--- src/rtl/pipe_p23_hazard_pkg.sv ---
// Shared processor parameters for the p2/p3 pipeline stage: widths, opcodes and stall defaults.
package pipe_p23_hazard_pkg;

    localparam int DATA_WIDTH        = 16;
    localparam int REG_ADDR_WIDTH    = 5;
    localparam int CTRL_WIDTH        = 4;
    localparam int LOAD_STALL_CYCLES = 1;
    localparam int BUB_CNT_WIDTH     = 4;

    localparam logic [CTRL_WIDTH-1:0] NOP = 4'h0;
    localparam logic [CTRL_WIDTH-1:0] ADD = 4'h1;
    localparam logic [CTRL_WIDTH-1:0] SUB = 4'h2;
    localparam logic [CTRL_WIDTH-1:0] AND = 4'h3;
    localparam logic [CTRL_WIDTH-1:0] OR  = 4'h4;
    localparam logic [CTRL_WIDTH-1:0] LW  = 4'h8;
    localparam logic [CTRL_WIDTH-1:0] SW  = 4'h9;
    localparam logic [CTRL_WIDTH-1:0] BEQ = 4'hA;

endpackage

--- src/rtl/pipe_p23_hazard_detect.sv ---
// load_use_detect: flags a p2 instruction that reads the destination of a load sitting in p3.
module load_use_detect #(
    parameter int CTRL_WIDTH     = pipe_p23_hazard_pkg::CTRL_WIDTH,
    parameter int REG_ADDR_WIDTH = pipe_p23_hazard_pkg::REG_ADDR_WIDTH
) (
    input  logic [CTRL_WIDTH-1:0]     i_ctrl,
    input  logic [CTRL_WIDTH-1:0]     i_ctrl_p23,
    input  logic [REG_ADDR_WIDTH-1:0] i_a_addr,
    input  logic [REG_ADDR_WIDTH-1:0] i_b_addr,
    input  logic [REG_ADDR_WIDTH-1:0] i_reg_addr_p23,
    output logic                      o_hz
);
    import pipe_p23_hazard_pkg::*;

    localparam logic [CTRL_WIDTH-1:0] CtrlNop = CTRL_WIDTH'(NOP);
    localparam logic [CTRL_WIDTH-1:0] CtrlLw  = CTRL_WIDTH'(LW);

    logic w_load_in_p3;
    logic w_p2_valid;
    logic w_src_match;

    assign w_load_in_p3 = (i_ctrl_p23 == CtrlLw);
    assign w_p2_valid   = (i_ctrl != CtrlNop);
    assign w_src_match  = (i_a_addr == i_reg_addr_p23) || (i_b_addr == i_reg_addr_p23);

    assign o_hz = w_load_in_p3 && w_p2_valid && w_src_match;

endmodule

--- src/rtl/pipe_p23_hazard.sv ---
// p2->p3 pipeline register with load-use stall and NOP bubble injection.
// Defining PIPE_STALL_CNT_EN adds the saturating stall_cnt performance counter.
module pipe_p23_hazard #(
    parameter int DATA_WIDTH        = pipe_p23_hazard_pkg::DATA_WIDTH,
    parameter int REG_ADDR_WIDTH    = pipe_p23_hazard_pkg::REG_ADDR_WIDTH,
    parameter int CTRL_WIDTH        = pipe_p23_hazard_pkg::CTRL_WIDTH,
    parameter int LOAD_STALL_CYCLES = pipe_p23_hazard_pkg::LOAD_STALL_CYCLES,
    parameter int STALL_CNT_WIDTH   = 16
) (
    input  logic                             clk,
    input  logic                             RST,
    input  logic                             hold,
    input  logic                             flush,
    input  logic        [CTRL_WIDTH-1:0]     ctrl,
    input  logic        [REG_ADDR_WIDTH-1:0] A_addr,
    input  logic        [REG_ADDR_WIDTH-1:0] B_addr,
    input  logic        [REG_ADDR_WIDTH-1:0] reg_addr_p2,
    input  logic signed [DATA_WIDTH-1:0]     muxA_data,
    input  logic signed [DATA_WIDTH-1:0]     muxB_data,
    output logic        [CTRL_WIDTH-1:0]     ctrl_p23,
    output logic        [REG_ADDR_WIDTH-1:0] reg_addr_p23,
    output logic signed [DATA_WIDTH-1:0]     dataA_p23,
    output logic signed [DATA_WIDTH-1:0]     dataB_p23,
    output logic                             stall
`ifdef PIPE_STALL_CNT_EN
    ,
    output logic        [STALL_CNT_WIDTH-1:0] stall_cnt
`endif
);
    import pipe_p23_hazard_pkg::*;

    typedef enum logic {StRun, StStall} state_t;

    localparam logic [CTRL_WIDTH-1:0]    CtrlNop = CTRL_WIDTH'(NOP);
    localparam logic [BUB_CNT_WIDTH-1:0] BubInit = BUB_CNT_WIDTH'(LOAD_STALL_CYCLES - 1);
    localparam logic [BUB_CNT_WIDTH-1:0] BubOne  = BUB_CNT_WIDTH'(1);

    state_t                     r_state;
    state_t                     w_state_nxt;
    logic [BUB_CNT_WIDTH-1:0]   r_bub_cnt;
    logic [BUB_CNT_WIDTH-1:0]   w_bub_cnt_nxt;

    logic [CTRL_WIDTH-1:0]      r_ctrl_p23;
    logic [REG_ADDR_WIDTH-1:0]  r_reg_addr_p23;
    logic signed [DATA_WIDTH-1:0] r_dataA_p23;
    logic signed [DATA_WIDTH-1:0] r_dataB_p23;

    logic w_hz;
    logic w_bubble;
    logic w_stall;

    load_use_detect #(
        .CTRL_WIDTH    (CTRL_WIDTH),
        .REG_ADDR_WIDTH(REG_ADDR_WIDTH)
    ) u_load_use_detect (
        .i_ctrl        (ctrl),
        .i_ctrl_p23    (r_ctrl_p23),
        .i_a_addr      (A_addr),
        .i_b_addr      (B_addr),
        .i_reg_addr_p23(r_reg_addr_p23),
        .o_hz          (w_hz)
    );

    assign w_stall = !hold && !flush && ((r_state == StRun && w_hz) || r_state == StStall);

    // Hold is applied at the register enable, so this only decides what a live edge does.
    always_comb begin
        w_state_nxt   = r_state;
        w_bub_cnt_nxt = r_bub_cnt;
        w_bubble      = 1'b0;
        if (flush) begin
            w_state_nxt   = StRun;
            w_bub_cnt_nxt = '0;
            w_bubble      = 1'b1;
        end else if (r_state == StStall) begin
            w_bubble      = 1'b1;
            w_bub_cnt_nxt = r_bub_cnt - BubOne;
            if (r_bub_cnt == BubOne) begin
                w_state_nxt = StRun;
            end
        end else if (w_hz) begin
            w_bubble = 1'b1;
            if (LOAD_STALL_CYCLES > 1) begin
                w_bub_cnt_nxt = BubInit;
                w_state_nxt   = StStall;
            end
        end
    end

    always_ff @(posedge clk or posedge RST) begin
        if (RST) begin
            r_state   <= StRun;
            r_bub_cnt <= '0;
        end else if (!hold) begin
            r_state   <= w_state_nxt;
            r_bub_cnt <= w_bub_cnt_nxt;
        end
    end

    always_ff @(posedge clk or posedge RST) begin
        if (RST) begin
            r_ctrl_p23     <= CtrlNop;
            r_reg_addr_p23 <= '0;
            r_dataA_p23    <= '0;
            r_dataB_p23    <= '0;
        end else if (!hold) begin
            if (w_bubble) begin
                r_ctrl_p23     <= CtrlNop;
                r_reg_addr_p23 <= '0;
                r_dataA_p23    <= '0;
                r_dataB_p23    <= '0;
            end else begin
                r_ctrl_p23     <= ctrl;
                r_reg_addr_p23 <= reg_addr_p2;
                r_dataA_p23    <= muxA_data;
                r_dataB_p23    <= muxB_data;
            end
        end
    end

    assign ctrl_p23     = r_ctrl_p23;
    assign reg_addr_p23 = r_reg_addr_p23;
    assign dataA_p23    = r_dataA_p23;
    assign dataB_p23    = r_dataB_p23;
    assign stall        = w_stall;

`ifdef PIPE_STALL_CNT_EN
    logic [STALL_CNT_WIDTH-1:0] r_stall_cnt;

    // w_stall already excludes hold, so no separate enable is needed.
    always_ff @(posedge clk or posedge RST) begin
        if (RST) begin
            r_stall_cnt <= '0;
        end else if (w_stall && !(&r_stall_cnt)) begin
            r_stall_cnt <= r_stall_cnt + STALL_CNT_WIDTH'(1);
        end
    end

    assign stall_cnt = r_stall_cnt;
`endif

endmodule
--- config.mk ---
export PLATFORM = sky130hd
export DESIGN_NAME = pipe_p23_hazard
export DESIGN_NICKNAME = d
export VERILOG_FILES = /design/src/rtl/pipe_p23_hazard_pkg.sv /design/src/rtl/pipe_p23_hazard_detect.sv /design/src/rtl/pipe_p23_hazard.sv
export SDC_FILE = /design/constraint.sdc
export NUM_CORES = 1
export LEC_CHECK = 0
export ABC_AREA = 1
export CAP_MARGIN = 5
export CORE_ASPECT_RATIO = 1.4
export CORE_MARGIN = 5
export CORE_UTILIZATION = 45
export DETAILED_ROUTE_END_ITERATION = 7
export PLACE_DENSITY = 0.83
export REMOVE_ABC_BUFFERS = 1
export SYNTH_ARGS = -nofsm -noshare
export SYNTH_HDL_FRONTEND = slang
export SYNTH_HIERARCHICAL = 1
export SYNTH_SLANG_ARGS = --single-unit
--- constraint.sdc ---
create_clock -name clk -period 3.7 [get_ports clk]
set_input_delay 0.37 -clock clk [delete_from_list [all_inputs] [get_ports clk]]
set_output_delay 0.37 -clock clk [all_outputs]
set_load 0.005 [all_outputs]
==> out/results.txt, run 1 <==
CP Launch Type: input pin
Mapped cell area: 2180 µm²
Count of pins over their slew limit: 0
Core area: 4770 µm²
Post-CTS Setup Bufs: 0
DRT Wirelength: 5690 µm
Cell Pwr Density: 361 nW/µm²
Vias: 2036
Library cells used by synthesis: 22
Ys async rst share: 1.00
First-pass GRT wire length: 9070 µm
Most used DFF post-synth: dfrtp_1
Final nets: 411
# IOs: 97
Drt pass-1 iters: 4
Unrepaired setup endpoints after global routing: false
Critical Path AT: 2180 ps
Flops & latches, synth: 46
Post-synth EDFFs: 0
R2R cell count: 10
Status: completed
Yosys warning total: 6
Fin area: 3240 µm²
Initial antenna violation count: 0
Std-Cell Rows: 30
FILL cells: 421
Syn_area_per_cell: 8.37 µm²
Worst slew pin tran: 932 ps
Starting Density: 0.457
Peak supply drop: 245 µV
Antenna Nets Post-Route: 0
Post-synthesis sequential area ratio: 0.529
Hold buffers post-CTS: 0
Yosys top cell by area: dfrtp_1
Leading post-synthesis cells by cell area: dfrtp_1, nand2_1, nand3_1
Clock slew at reported path FFs: 80 ps
Period utilization: 0.690
Placed inst area: 3140 µm²
DRC Markers: 0
Top cells by count, synth: nand2_1, dfrtp_1, nand3_1
Port buffer count: 96
Worst Setup End Kind: primary output
Vias in the first global route: 2063
Max-cap viol count: 0
Syn Inst Count: 260
GRT Util Overall: 0.186
Crit path launch: B_addr[3]
Synth-to-layout area growth: 49.0%
Clock tree buffer depth: 2
Routability cong.: 0.815
Leak: 1.59 nW
CTS-repair resized insts: 0
Worst Path Required: 3330 ps
Slew HR: 0.378
TritonCTS clock tree: yes
TritonCTS Buffers: 5
Post-synth top area share: 0.529
Fin util: 0.680
Design Power: 1.17 mW
Final setup fails: 0
Remaining global-route overflow: 0
Hold_sp: dataA_p23[13]
Tmin final: 2550 ps
Die Width: 68.8 µm
Largest net degree at the start of global routing: 47
HP Class: flip-flop to flip-flop
Hpwl dp: 4190 µm
Skew final: 11.3 ps
CP Max Fanout: 2
Root Buffer Master: clkbuf_8
CP Class: input pin to primary output
Clk Latency, worst-skew pair: 290 ps
Hold Path Depth: 2
Die footprint: 6350 µm²
DRT iter0 DRCs: 93
Setup TNS: 0 ps
# clock sinks: 46
DR vias/cell: 4.86
H-tree levels: 2
Wirelength per Cell: 13.6 µm
Max Freq: 392 MHz
Final hold vios: 0
Ant. Diodes: 0
Share of cells above drive strength 1: 0.0563
Most frequent cell after synthesis: nand2_1
Worst r2r src: reg_addr_p23[3]
Die Y-Extent: 92.3 µm
worst max-delay path, cell delays in order:
cell,delay [ps]
clkdlybuf4s50_1,470
inv_1,40
nand2_1,50
nand2_1,50
nor2_1,130
nand3_1,90
a21oi_1,320
nand2_1,90
nand2_1,70
clkdlybuf4s50_1,490
final timing paths:
kind | end | slack [ps]
min in group asynchronous | ctrl_p23[1] | 590
worst min-delay path | dataA_p23[13] | 480
worst max register to register | dataB_p23[11] | 1900
worst min register to register | dataA_p23[13] | 480
max in group asynchronous | dataA_p23[5] | 2500
worst max-delay path | stall | 1150
power by group:
group	internal (mW)	switching [mW]
combinational	0.143	0.101
clock	0.202	0.157
sequential	0.542	0.0268
total	0.887	0.285
cell families after synthesis:
kind of cell / Yosys count / share of synthesized area
compound gates: 7 / 0.0178
buf+inv: 30 / 0.0805
fa+ha+maj: 2 / 0.0115
flops: 46 / 0.529
xor+xnor: 4 / 0.0161
simple gates: 171 / 0.345
cells in the final DEF (no fill, tap or decap), types with 2 or more instances in the layout:
master | synthesis | routed
xor2_1 | 2 | 2
nand2_1 | 107 | 107
ha_1 | 2 | 2
clkbuf_1 | 4 | 2
buf_4 | 3 | 4
inv_1 | 16 | 15
xnor2_1 | 2 | 2
dfrtp_1 | 46 | 46
o21ai_0 | 3 | 3
clkbuf_8 | 1 | 5
nor2_1 | 15 | 15
clkdlybuf4s50_1 | 0 | 96
nand3_2 | 7 | 7
a21oi_1 | 2 | 2
nand3_1 | 39 | 39
sequential cells by signal, indices dropped and copies added (netlist names):
name / flops
reg_addr_p23: 5
dataB_p23: 16
dataA_p23: 16
r_state: 1
r_bub_cnt: 4
ctrl_p23: 4
routing by layer:
metal	routed length, µm	global-route usage	vias up
met5	0	0	-
met4	90	0.0634	0
met3	424	0.0595	12
met2	2960	0.317	63
met1	2220	0.212	957
li1	-	-	1004
stage by stage:
stage          worst slack (ps)  hold slack [ps]  instances
3_5_place_dp               1140              465        411
2_1_floorplan              1720              466        247
4_1_cts                    1150              486        419
6_report                   1150              480        419
5_1_grt                     970              504        419
3_3_place_gp               1160              461        411
layout make-up:
type | instances | area, µm² | share of cell area
inverters | 17 | 63.8 | 0.0197
clock buffers | 7 | 76.3 | 0.0235
clock inverters | 1 | 30.0 | 0.00926
repair buffers | 100 | 991 | 0.306
multi-input cells | 184 | 851 | 0.262
well taps | 64 | 80.1 | 0.0247
flip-flops and latches | 46 | 1150 | 0.355
No activity file was read; power rests on OpenSTA's default activity.
==> inputs of run 2 (changes only) <==
--- a/config.mk
+++ b/config.mk
@@ -9,9 +9,9 @@
 export CAP_MARGIN = 5
 export CORE_ASPECT_RATIO = 1.4
 export CORE_MARGIN = 5
-export CORE_UTILIZATION = 45
+export CORE_UTILIZATION = 38
 export DETAILED_ROUTE_END_ITERATION = 7
-export PLACE_DENSITY = 0.83
+export PLACE_DENSITY = 0.75
 export REMOVE_ABC_BUFFERS = 1
 export SYNTH_ARGS = -nofsm -noshare
 export SYNTH_HDL_FRONTEND = slang
==> constraint.sdc (replaced) <==
create_clock -name clk -period 2.1 [get_ports clk]
set_input_delay 0.21 -clock clk [delete_from_list [all_inputs] [get_ports clk]]
set_output_delay 0.21 -clock clk [all_outputs]
set_load 0.005 [all_outputs]
==> run 2 against run 1 <==
Net effect:
- global-route usage fell by 1.6 points
- total power rose by 92%
- routed wire length rose by 2.2%
- core utilization fell by 7.1 points
- critical path type is now flip-flop to primary output
- first-iteration DRC count rose by 33%
- highest routed layer unchanged
- register-to-register slack got worse by 1500 ps
- worst hold slack got worse by 200 ps
- clock skew fell by 3.3 ps
- sequential power rose by 78%
- largest power group unchanged
- largest cell class unchanged
==> out/results.txt, run 2 (synthesized netlist as in run 1, its figures left out) <==
TritonCTS clock tree: yes
Most frequent CP cell: nand2_1
Buf/Inv on CP: 1
Clk Latency, worst-skew pair: 300 ps
Worst slew pin tran: 550 ps
Worst Setup End Kind: primary output
Largest net degree at the start of global routing: 35
Power Internal: 1.73 mW
Max Freq: 545 MHz
Commonest cells after routing, fill and taps aside: nand2_1, clkdlybuf4s50_1, dfrtp_1
DRT Wirelength: 5820 µm
Final setup fails: 0
Leak: 1.66 nW
Hpwl dp: 4350 µm
HP Class: input pin to async pin
Slowest stage cell, crit path: dfrtp_1
Vias: 2034
Die Width: 74.0 µm
Top delay family on crit path: flip-flops
Crit path largest cell delay: 440 ps
Sw Pwr: 0.524 mW
Combinational Power Share: 0.200
Setup TNS: 0 ps
Final hold vios: 0
Initial antenna violation count: 0
Clock tree buffer depth: 2
Count of pins over their slew limit: 0
GRT Util Overall: 0.170
Critical Path AT: 1620 ps
Vias in the first global route: 2143
Most common cell after layout, fill and taps aside: nand2_1
Core area: 5530 µm²
Root Buffer Master: clkbuf_8
Tmin final: 1830 ps
CP Max Fanout: 5
DRC Markers: 0
Skew final: 8.01 ps
Final non-filler cell total: 430
Placed Cells: 419
DRT iter0 DRCs: 124
Ant. Diodes: 0
Share of cells above drive strength 1: 0.0856
Die Y-Extent: 99.6 µm
Starting Density: 0.394
Synth-to-layout area growth: 54.7%
Slew HR: 0.633
Remaining global-route overflow: 0
Peak supply drop: 466 µV
Clock slew at reported path FFs: 90 ps
Sw Ratio: 0.232
Cell Pwr Density: 669 nW/µm²
Period utilization: 0.874
TritonCTS Buffers: 5
Drt pass-1 iters: 4
Port buffer count: 96
Std-Cell Rows: 32
Max-cap viol count: 0
CP Launch Type: flip-flop
First-pass GRT wire length: 9800 µm
Antenna Nets Post-Route: 0
Worst Path Required: 1890 ps
Wirelength per Cell: 13.5 µm
Final nets: 418
# clock sinks: 46
# IOs: 97
Die footprint: 7360 µm²
H-tree levels: 2
Flop pwr share: 0.446
Unrepaired setup endpoints after global routing: false
Crit-path cells: xor2_1 -> nor2_1 -> nand3_1 -> a21oi_2 -> nand2_1 -> nand2_1 -> dlygate4sd2_1
Routability cong.: 0.808
Clk network pwr share: 0.354
Status: completed
CP Class: flip-flop to primary output
DR vias/cell: 4.73
==> run 2: cell count changes in the layout (fill, tap and decap cells not counted) <==
cell             before  now
dlygate4sd2_1         0    1
nor2_2                1    2
nor2_1               15   14
buf_4                 4    9
a21oi_1               2    1
a21oi_2               0    1
clkdlybuf4s50_1      96   95
clkbuf_1              2    0
clkbuf_8              5    6
bufinv_16             1    2
buf_12                0    2
==> run 2: stage by stage <==
stage          worst slack, ps  hold WS [ps]  utilization  power, mW  cell area [µm²]
2_1_floorplan              123           323            -       1.16             2070
3_3_place_gp              7.95           462        0.579       1.46             3200
3_5_place_dp             -6.87           464        0.579       1.47             3200
4_1_cts                    254           288        0.609       2.29             3370
5_1_grt                   96.4           334        0.609       2.37             3370
6_report                   265           279        0.609       2.25             3370
==> run 2: area by class of cell <==
type,count,area (µm²)
well taps,68,85.1
inverters,17,63.8
clock inverters,2,60.1
repair buffers,107,1070
flip-flops and latches,46,1150
multi-input cells,184,857
clock buffers,6,82.6
fillers,493,2160
==> run 2: worst reg2reg max path, stage by stage (launching register included) <==
cell and delay [ps]:
dfrtp_1 440, nand2_1 80, inv_1 40, nor2_1 100
nor2_1 50, nand3_1 80, a21oi_2 70, buf_4 140
nor3_4 180, buf_4 280, nand3_2 110, nand2_1 80
==> run 2: path summary, 6_finish.rpt <==
check                      cells after the start  slack (ps)            start            end
max                                            7         270  reg_addr_p23[1]          stall
min                                            2         280              RST  dataA_p23[12]
max reg2reg                                   11         390  reg_addr_p23[0]   dataA_p23[6]
min reg2reg                                    2         480     dataB_p23[9]   dataB_p23[9]
max in group asynchronous                      3        1310              RST   dataA_p23[3]
min in group clk                               3         460     muxB_data[3]   dataB_p23[3]
==> run 2: power groups by stage <==
stage	clock, mW	sequential, mW	combinational (mW)
floorplan	0	1.02	0.139
global placement	0	1.02	0.438
detailed placement	0	1.02	0.449
CTS	0.823	1.00	0.459
global route	0.854	1.02	0.499
finish	0.798	1.01	0.450
==> run 2: metal layers <==
layer  track usage  vias to the layer above  wire, µm
li1              -                     1018         -
met1         0.196                      947      2300
met2         0.304                       65      3070
met3        0.0415                        4       414
met4        0.0460                        0        42
met5             0                        -         0
==> run 2: repair_timing <==
item,CTS,global route
resized for setup,3,0
endpoints found under the setup margin,1,0
hold buffers,0,0
buffers inserted,3,0
